[config.mk]
export PLATFORM = sky130hd
export DESIGN_NAME = mat_result_serializer
export DESIGN_NICKNAME = d
export VERILOG_FILES = /design/src/rtl/mat_result_serializer.sv
export SDC_FILE = /design/constraint.sdc
export NUM_CORES = 1
export LEC_CHECK = 0
export CAP_MARGIN = 0
export CELL_PAD_IN_SITES_DETAIL_PLACEMENT = 1
export CELL_PAD_IN_SITES_GLOBAL_PLACEMENT = 1
export CORE_MARGIN = 2
export CORE_UTILIZATION = 34
export CTS_CLUSTER_DIAMETER = 80
export DETAILED_ROUTE_END_ITERATION = 6
export PLACE_DENSITY = 0.73
export SLEW_MARGIN = 20
export SYNTH_ARGS = -nofsm -noshare
export SYNTH_HDL_FRONTEND = slang
export SYNTH_SLANG_ARGS = --single-unit
[constraint.sdc]
create_clock -name clk -period 9.7 [get_ports clk]
set_clock_uncertainty 0.2 [all_clocks]
set_input_delay 1.94 -clock clk [delete_from_list [all_inputs] [get_ports clk]]
set_output_delay 1.94 -clock clk [all_outputs]
set_load 0.1 [all_outputs]
[src/rtl/mat_result_serializer.sv]
// rtl/mat_result_serializer.sv - captures a packed 4x4 result matrix on a start edge
// and streams its entries out over a valid/ready handshake.
module mat_result_serializer #(
    parameter int WIDTH   = 10,
    parameter int ENTRIES = 16,
    parameter int IDX_W   = 4
) (
    input  logic                       clk,
    input  logic                       rst,
    input  logic [WIDTH*ENTRIES-1:0]   mat_in,
    input  logic                       start,
    input  logic                       out_ready,
    output logic                       out_valid,
    output logic [WIDTH-1:0]           out_data,
    output logic [IDX_W-1:0]           out_idx,
    output logic                       out_last,
    output logic                       done,
    output logic                       busy
);

    typedef enum logic [1:0] {
        S_IDLE = 2'd0,
        S_LOAD = 2'd1,
        S_SEND = 2'd2,
        S_DONE = 2'd3
    } state_t;

    localparam logic [IDX_W-1:0] LAST_IDX = IDX_W'(ENTRIES - 1);

    state_t                     state_q, state_d;
    logic [WIDTH*ENTRIES-1:0]   cap_q, cap_d;
    logic [IDX_W-1:0]           idx_q, idx_d;
    logic                       start_q, start_d;
    logic                       trigger;

    // Entry 0 sits in the most significant field of the packed bus.
    logic [WIDTH-1:0] ent [ENTRIES];
    for (genvar g = 0; g < ENTRIES; g++) begin : g_ent
        assign ent[g] = cap_q[WIDTH*(ENTRIES-g)-1 -: WIDTH];
    end

    assign trigger = start & ~start_q;

    always_ff @(posedge clk or posedge rst) begin
        if (rst) begin
            state_q <= S_IDLE;
            cap_q   <= '0;
            idx_q   <= '0;
            start_q <= 1'b0;
        end else begin
            state_q <= state_d;
            cap_q   <= cap_d;
            idx_q   <= idx_d;
            start_q <= start_d;
        end
    end

    // Outputs depend only on registered state; out_ready steers the next state alone.
    always_comb begin
        state_d   = state_q;
        cap_d     = cap_q;
        idx_d     = idx_q;
        start_d   = start;
        out_valid = 1'b0;
        out_data  = '0;
        out_idx   = '0;
        out_last  = 1'b0;
        done      = 1'b0;
        busy      = 1'b0;
        case (state_q)
            S_IDLE: begin
                if (trigger) begin
                    state_d = S_LOAD;
                    cap_d   = mat_in;
                    idx_d   = '0;
                end
            end
            S_LOAD: begin
                busy    = 1'b1;
                state_d = S_SEND;
            end
            S_SEND: begin
                busy      = 1'b1;
                out_valid = 1'b1;
                out_data  = ent[idx_q];
                out_idx   = idx_q;
                out_last  = (idx_q == LAST_IDX);
                if (out_ready) begin
                    if (idx_q == LAST_IDX) begin
                        state_d = S_DONE;
                    end else begin
                        idx_d = idx_q + 1'b1;
                    end
                end
            end
            S_DONE: begin
                done    = 1'b1;
                state_d = S_IDLE;
            end
            default: state_d = S_IDLE;
        endcase
    end

endmodule

# == Word level (Yosys, flattened, before mapping) ==
# Cells that the tools add are included.
# classes
n_addsub,1
magnitude_cmp,1
n_eq_ne,8
muxes,17
n_bitwise,3
reduce_logical,6
# ops
operator,count
binary-select mux 10 bit (select 4 bit),1
two-way mux 10 bit,3
two-way mux 4 bit,4
"!= test 2 bit, second input constant",4
one-hot mux 2 bit (4 select lines),1
one-hot mux 4 bit (2 select lines),1
two-way mux 2 bit,3
">= comparator 5 bit, second input constant",1
NOT 4 -> 5 bit,1
"adder 4 x 1 -> 4 bit, second input constant",1
"== test 2 bit, second input constant",2
"== test 4 bit, second input constant",1
two-way mux 1 bit,4
AND reduction 4 bit,1
AND reduction 3 bit,1
"== test 2 x 1 -> 1 bit, second input constant",1
zero test 2 bit,1
AND reduction 2 bit,1
nonzero test 2 bit,1
OR reduction 2 bit,1
AND 1 bit,1
NOT 1 bit,1
# totals
ff_bits,167
inputBits,164
wordCells,40

# == Logic depth before layout (Yosys ltp) ==
# depth
word_depth,5
ltp_mapped,7
mapped_depth_nobuf,6

# == Worst setup path after synthesis ==
# No wires, ideal clock.
# synth_path
path_type,register to output
from,register state_q[0]
to,output port out_data[0]
arrival_time_ns,2.155
path_slack_ns,5.405
stages_incl_launch_ff,8
path_buffers,1
path_cell_list,dfrtp_1 inv_1 ha_1 nand2_1 inv_1 buf_2 nand3_1 nand2_1
# synth_via
elab_chain_cells,2
# synth_rtl
item,line_no,source
start: declaration,30,"state_t state_q, state_d;"
start signal: assignment,51,state_q <= state_d;
== test 2 bit,70,case (state_q)
two-way mux 10 bit,70,
end: declaration,14,"output logic [WIDTH-1:0] out_data,"
# No other way between the ends.

# == Worst setup path after layout ==
# layout_path
from,register idx_q[1]
to,output port out_data[1]
# layout_via
elab_chain_cells,5
# layout_rtl
item,line_no,source
start: declaration,32,"logic [IDX_W-1:0] idx_q, idx_d;"
start signal: assignment,53,idx_q <= idx_d;
NOT 4 -> 5 bit (not written as such),85,out_data = ent[idx_q];
binary-select mux 10 bit (select 4 bit),85,
two-way mux 10 bit (not written as such) (2 in a row),85,
two-way mux 10 bit,70,
# No other way between the ends. The select of a mux whose other input is x is not followed.

==> impl_metrics.env <==
export IMPL_status="complete, no violations"
export IMPL_seq_power_share_pct=38.3
export IMPL_cts_sinks=167
export IMPL_wire_per_inst_um=21.4
export IMPL_syn_cell_area_sq_um=8190
export IMPL_r2r_end="cap_q[34]"
export IMPL_synth_top_cell_area_share_pct=51.1
export IMPL_p_per_area_nw_per_um2=316
export IMPL_cts_buffer_depth=2
export IMPL_grt_antenna_before_repair=0
export IMPL_max_slew_margin_rel_pct=30.3
export IMPL_clk_pin_slew_ns=0.08
export IMPL_clock_latency_ns=0.43
export IMPL_synth_top_area_cell="dfrtp_1"
export IMPL_clock_power_share_pct=21.1
export IMPL_p_leak_nw=4.40
export IMPL_grt_pass1_wl_um=35100
export IMPL_min_delay_path_depth=1
export IMPL_r2r_cells=5
export IMPL_ys_types=34
export IMPL_routed_wl_um=22300
export IMPL_globalplace_congestion=0.792
export IMPL_synthCells=544
export IMPL_post_cts_resized=0
export IMPL_viasPerCell=4.97
export IMPL_cts_setup_buffers=0
export IMPL_avgSynthCellArea_sq_um=15.0
export IMPL_endpoint_kind="primary output"
export IMPL_syn_to_final_growth_pct=31.3
export IMPL_drive_gt1_share_pct=29.2
export IMPL_synth_ff_type="dfrtp_1"
export IMPL_cts_max_level=4
export IMPL_p_int_mw=2.17
export IMPL_async_reset_ff_share_pct=100
export IMPL_crit_type="flop to primary output"
export IMPL_routed_via_count=5183
export IMPL_dieArea_sq_um=25300
export IMPL_tightest_slew_ns=1.05
export IMPL_drv_cap=0
export IMPL_grt_remaining_overflow=0
export IMPL_synth_seq_cells=167
export IMPL_grtUsageTotal_pct=18.0
export IMPL_start_kind="flop"
export IMPL_worstReg2RegStart="state_q[0]"
export IMPL_cts_hold_buf=0
export IMPL_rsz0062_at_grt="no"
export IMPL_root_buffer="clkbuf_16"
export IMPL_grt_pass1_vias=5833
export IMPL_drcViolationCount=0
export IMPL_row_count=56
export IMPL_crit_fanout=56
export IMPL_min_period_over_period_pct=62.0
export IMPL_fill_cells=2377
export IMPL_finalSetupViolCount=0
export IMPL_hold_viol=0
export IMPL_seq_area_frac_synth_pct=51.1
export IMPL_nets=879
export IMPL_reg2reg_slack_ns=6.53
export IMPL_synth_fp_nets=713
export IMPL_p_sw_share_pct=36.3
export IMPL_critPathRequiredTime_ns=7.56
export IMPL_grt_max_degree=86
export IMPL_cp_data_arrival_time_ns=3.88
export IMPL_hold_class="flop to flop"
export IMPL_io_buffers=181
export IMPL_vdd_drop_max_uv=229
export IMPL_core_area_sq_um=23500
export IMPL_fin_tns_setup_ns=0
export IMPL_synth_edf_count=0
export IMPL_fmax_ghz=0.166
export IMPL_synth_area_leaders="dfrtp_1 51%, mux2_4 18%, mux2_2 8.3%"
export IMPL_period_needed_ns=6.02
export IMPL_diodes=0
export IMPL_slew_viol_final=0
export IMPL_die_w_um=159
export IMPL_cts_tree="yes"
export IMPL_hpwlAfterDp_um=15900
export IMPL_drt_first_pass_iters=5
export IMPL_start_util_pct=34.8
export IMPL_hold_end="cap_q[20]"
export IMPL_power_frac_comb_pct=40.6
export IMPL_ant_nets=0
export IMPL_switchingPower_mw=1.23
export IMPL_ioPinCount=182
export IMPL_drtIter0Drc=217
export IMPL_min_from="cap_q[20]"
export IMPL_yosys_warnings=0
export IMPL_finalPower_mw=3.40
export IMPL_cts_buffers=17
export IMPL_die_h_um=159
## metrics by stage
| step | setup WS, ns | hold slack, ns | util [%] | instance area (sq um) | cells |
|---|---|---|---|---|---|
| global placement | 4.20 | 0.291 | 43.0 | 10100 | 1010 |
| floorplan | 3.04 | 0.276 | - | 8190 | 544 |
| detailed placement | 4.19 | 0.294 | 43.0 | 10100 | 1010 |
| CTS | 3.69 | 0.311 | 45.6 | 10700 | 1042 |
| global route | 3.50 | 0.317 | 45.7 | 10800 | 1042 |
| finish | 3.68 | 0.307 | 45.7 | 10800 | 1042 |
## Yosys cell counts (2+ instances only)
library cell  count
buf_4             3
nor2_1            2
buf_6            16
o21ai_0           7
mux2_4          100
o21ai_1           9
a22oi_1          20
nand2_1          15
mux2i_1          61
nor2b_1           5
a221oi_1         10
ha_1              5
nand2b_1          3
dfrtp_1         167
inv_1             6
buf_2            10
nand3_1          11
mux2_2           60
and2_1            5
buf_8             2
mux4_2           10
clkbuf_1          5
## worst max-delay path by stage
stage                     startpoint          end  slack (ns)  cells past startpoint
final                       idx_q[1]  out_data[1]        3.68                      5
after detailed placement    idx_q[1]  out_data[1]        4.19                      5
after global placement      idx_q[1]  out_data[1]        4.20                      5
after global routing        idx_q[1]  out_data[1]        3.50                      5
after floorplan                  rst     cap_q[0]        3.04                      1
after CTS                   idx_q[1]  out_data[1]        3.69                      5
## cell type report
type	instances	area, sq um	area share, %
clock buffers	17	425	3.96
clock inverters	15	190	1.77
inverters	6	27.5	0.256
multi-input cells	334	3680	34.3
flip-flops and latches	167	4180	38.9
well taps	319	399	3.71
repair buffers	184	1840	17.1
## placed cells by master, fill, tap and decap left out, types with 3 or more instances in the layout
cell type        netlist  routed
nand3_1               11      11
inv_1                  6       5
a22oi_1               20      20
and2_1                 5       5
o21ai_0                7       7
dfrtp_1              167     165
nor2b_1                5       5
nand2_1               15      15
o21ai_1                9       9
inv_6                  0       6
ha_1                   5       5
mux2i_1               61      61
nand2b_1               3       3
mux2_4               100     100
clkbuf_16              0      17
clkinvlp_4             0       3
clkdlybuf4s50_1        0     181
a221oi_1              10      10
bufinv_16              0       3
mux2_2                60      60
mux4_2                10      10
## metal layers
metal	up-vias	wire, um	global-route usage, %	part of all wire [%]
met4	0	323	4.71	1.5
met2	168	10400	28.6	47
met5	-	0	0	0
li1	2322	-	-	-
met1	2672	10600	25.2	47
met3	21	1020	3.80	4.6
## worst max-delay path: stages (launching register included)
cell             delay, ns
dfrtp_4               1.10
nor2b_1               0.40
a221oi_1              0.37
o21ai_0               0.18
nand2_1               0.17
clkdlybuf4s50_1       1.16
## kinds of logic (layout without fill, tap and decap cells)
kind of cell             after synthesis  count (layout)  synth area share, %
buffers and inverters                 43             222                 4.00
AND/OR/NAND/NOR                       46              46                 2.89
adder cells (fa/ha/maj)                5               5                0.764
AO/OA/AOI/OAI                         51              51                 4.34
multiplexers                         232             232                 36.9
flip-flops                           167             167                 51.1
## power groups by stage
stage | Clock, mW | Sequential, mW | Combinational, mW
finish | 0.719 | 1.30 | 1.38
global route | 0.766 | 1.35 | 1.47
CTS | 0.732 | 1.31 | 1.40
detailed placement | 0 | 1.31 | 1.39
global placement | 0 | 1.28 | 1.35
floorplan | 0 | 1.18 | 1.12
## registers in the layout (all words and copies together) (netlist names)
| signal | flops |
|---|---|
| cap_q | 160 |
| idx_q | 4 |
| state_q | 2 |
| start_q | 1 |
No activity file was read; power rests on OpenSTA's default activity.
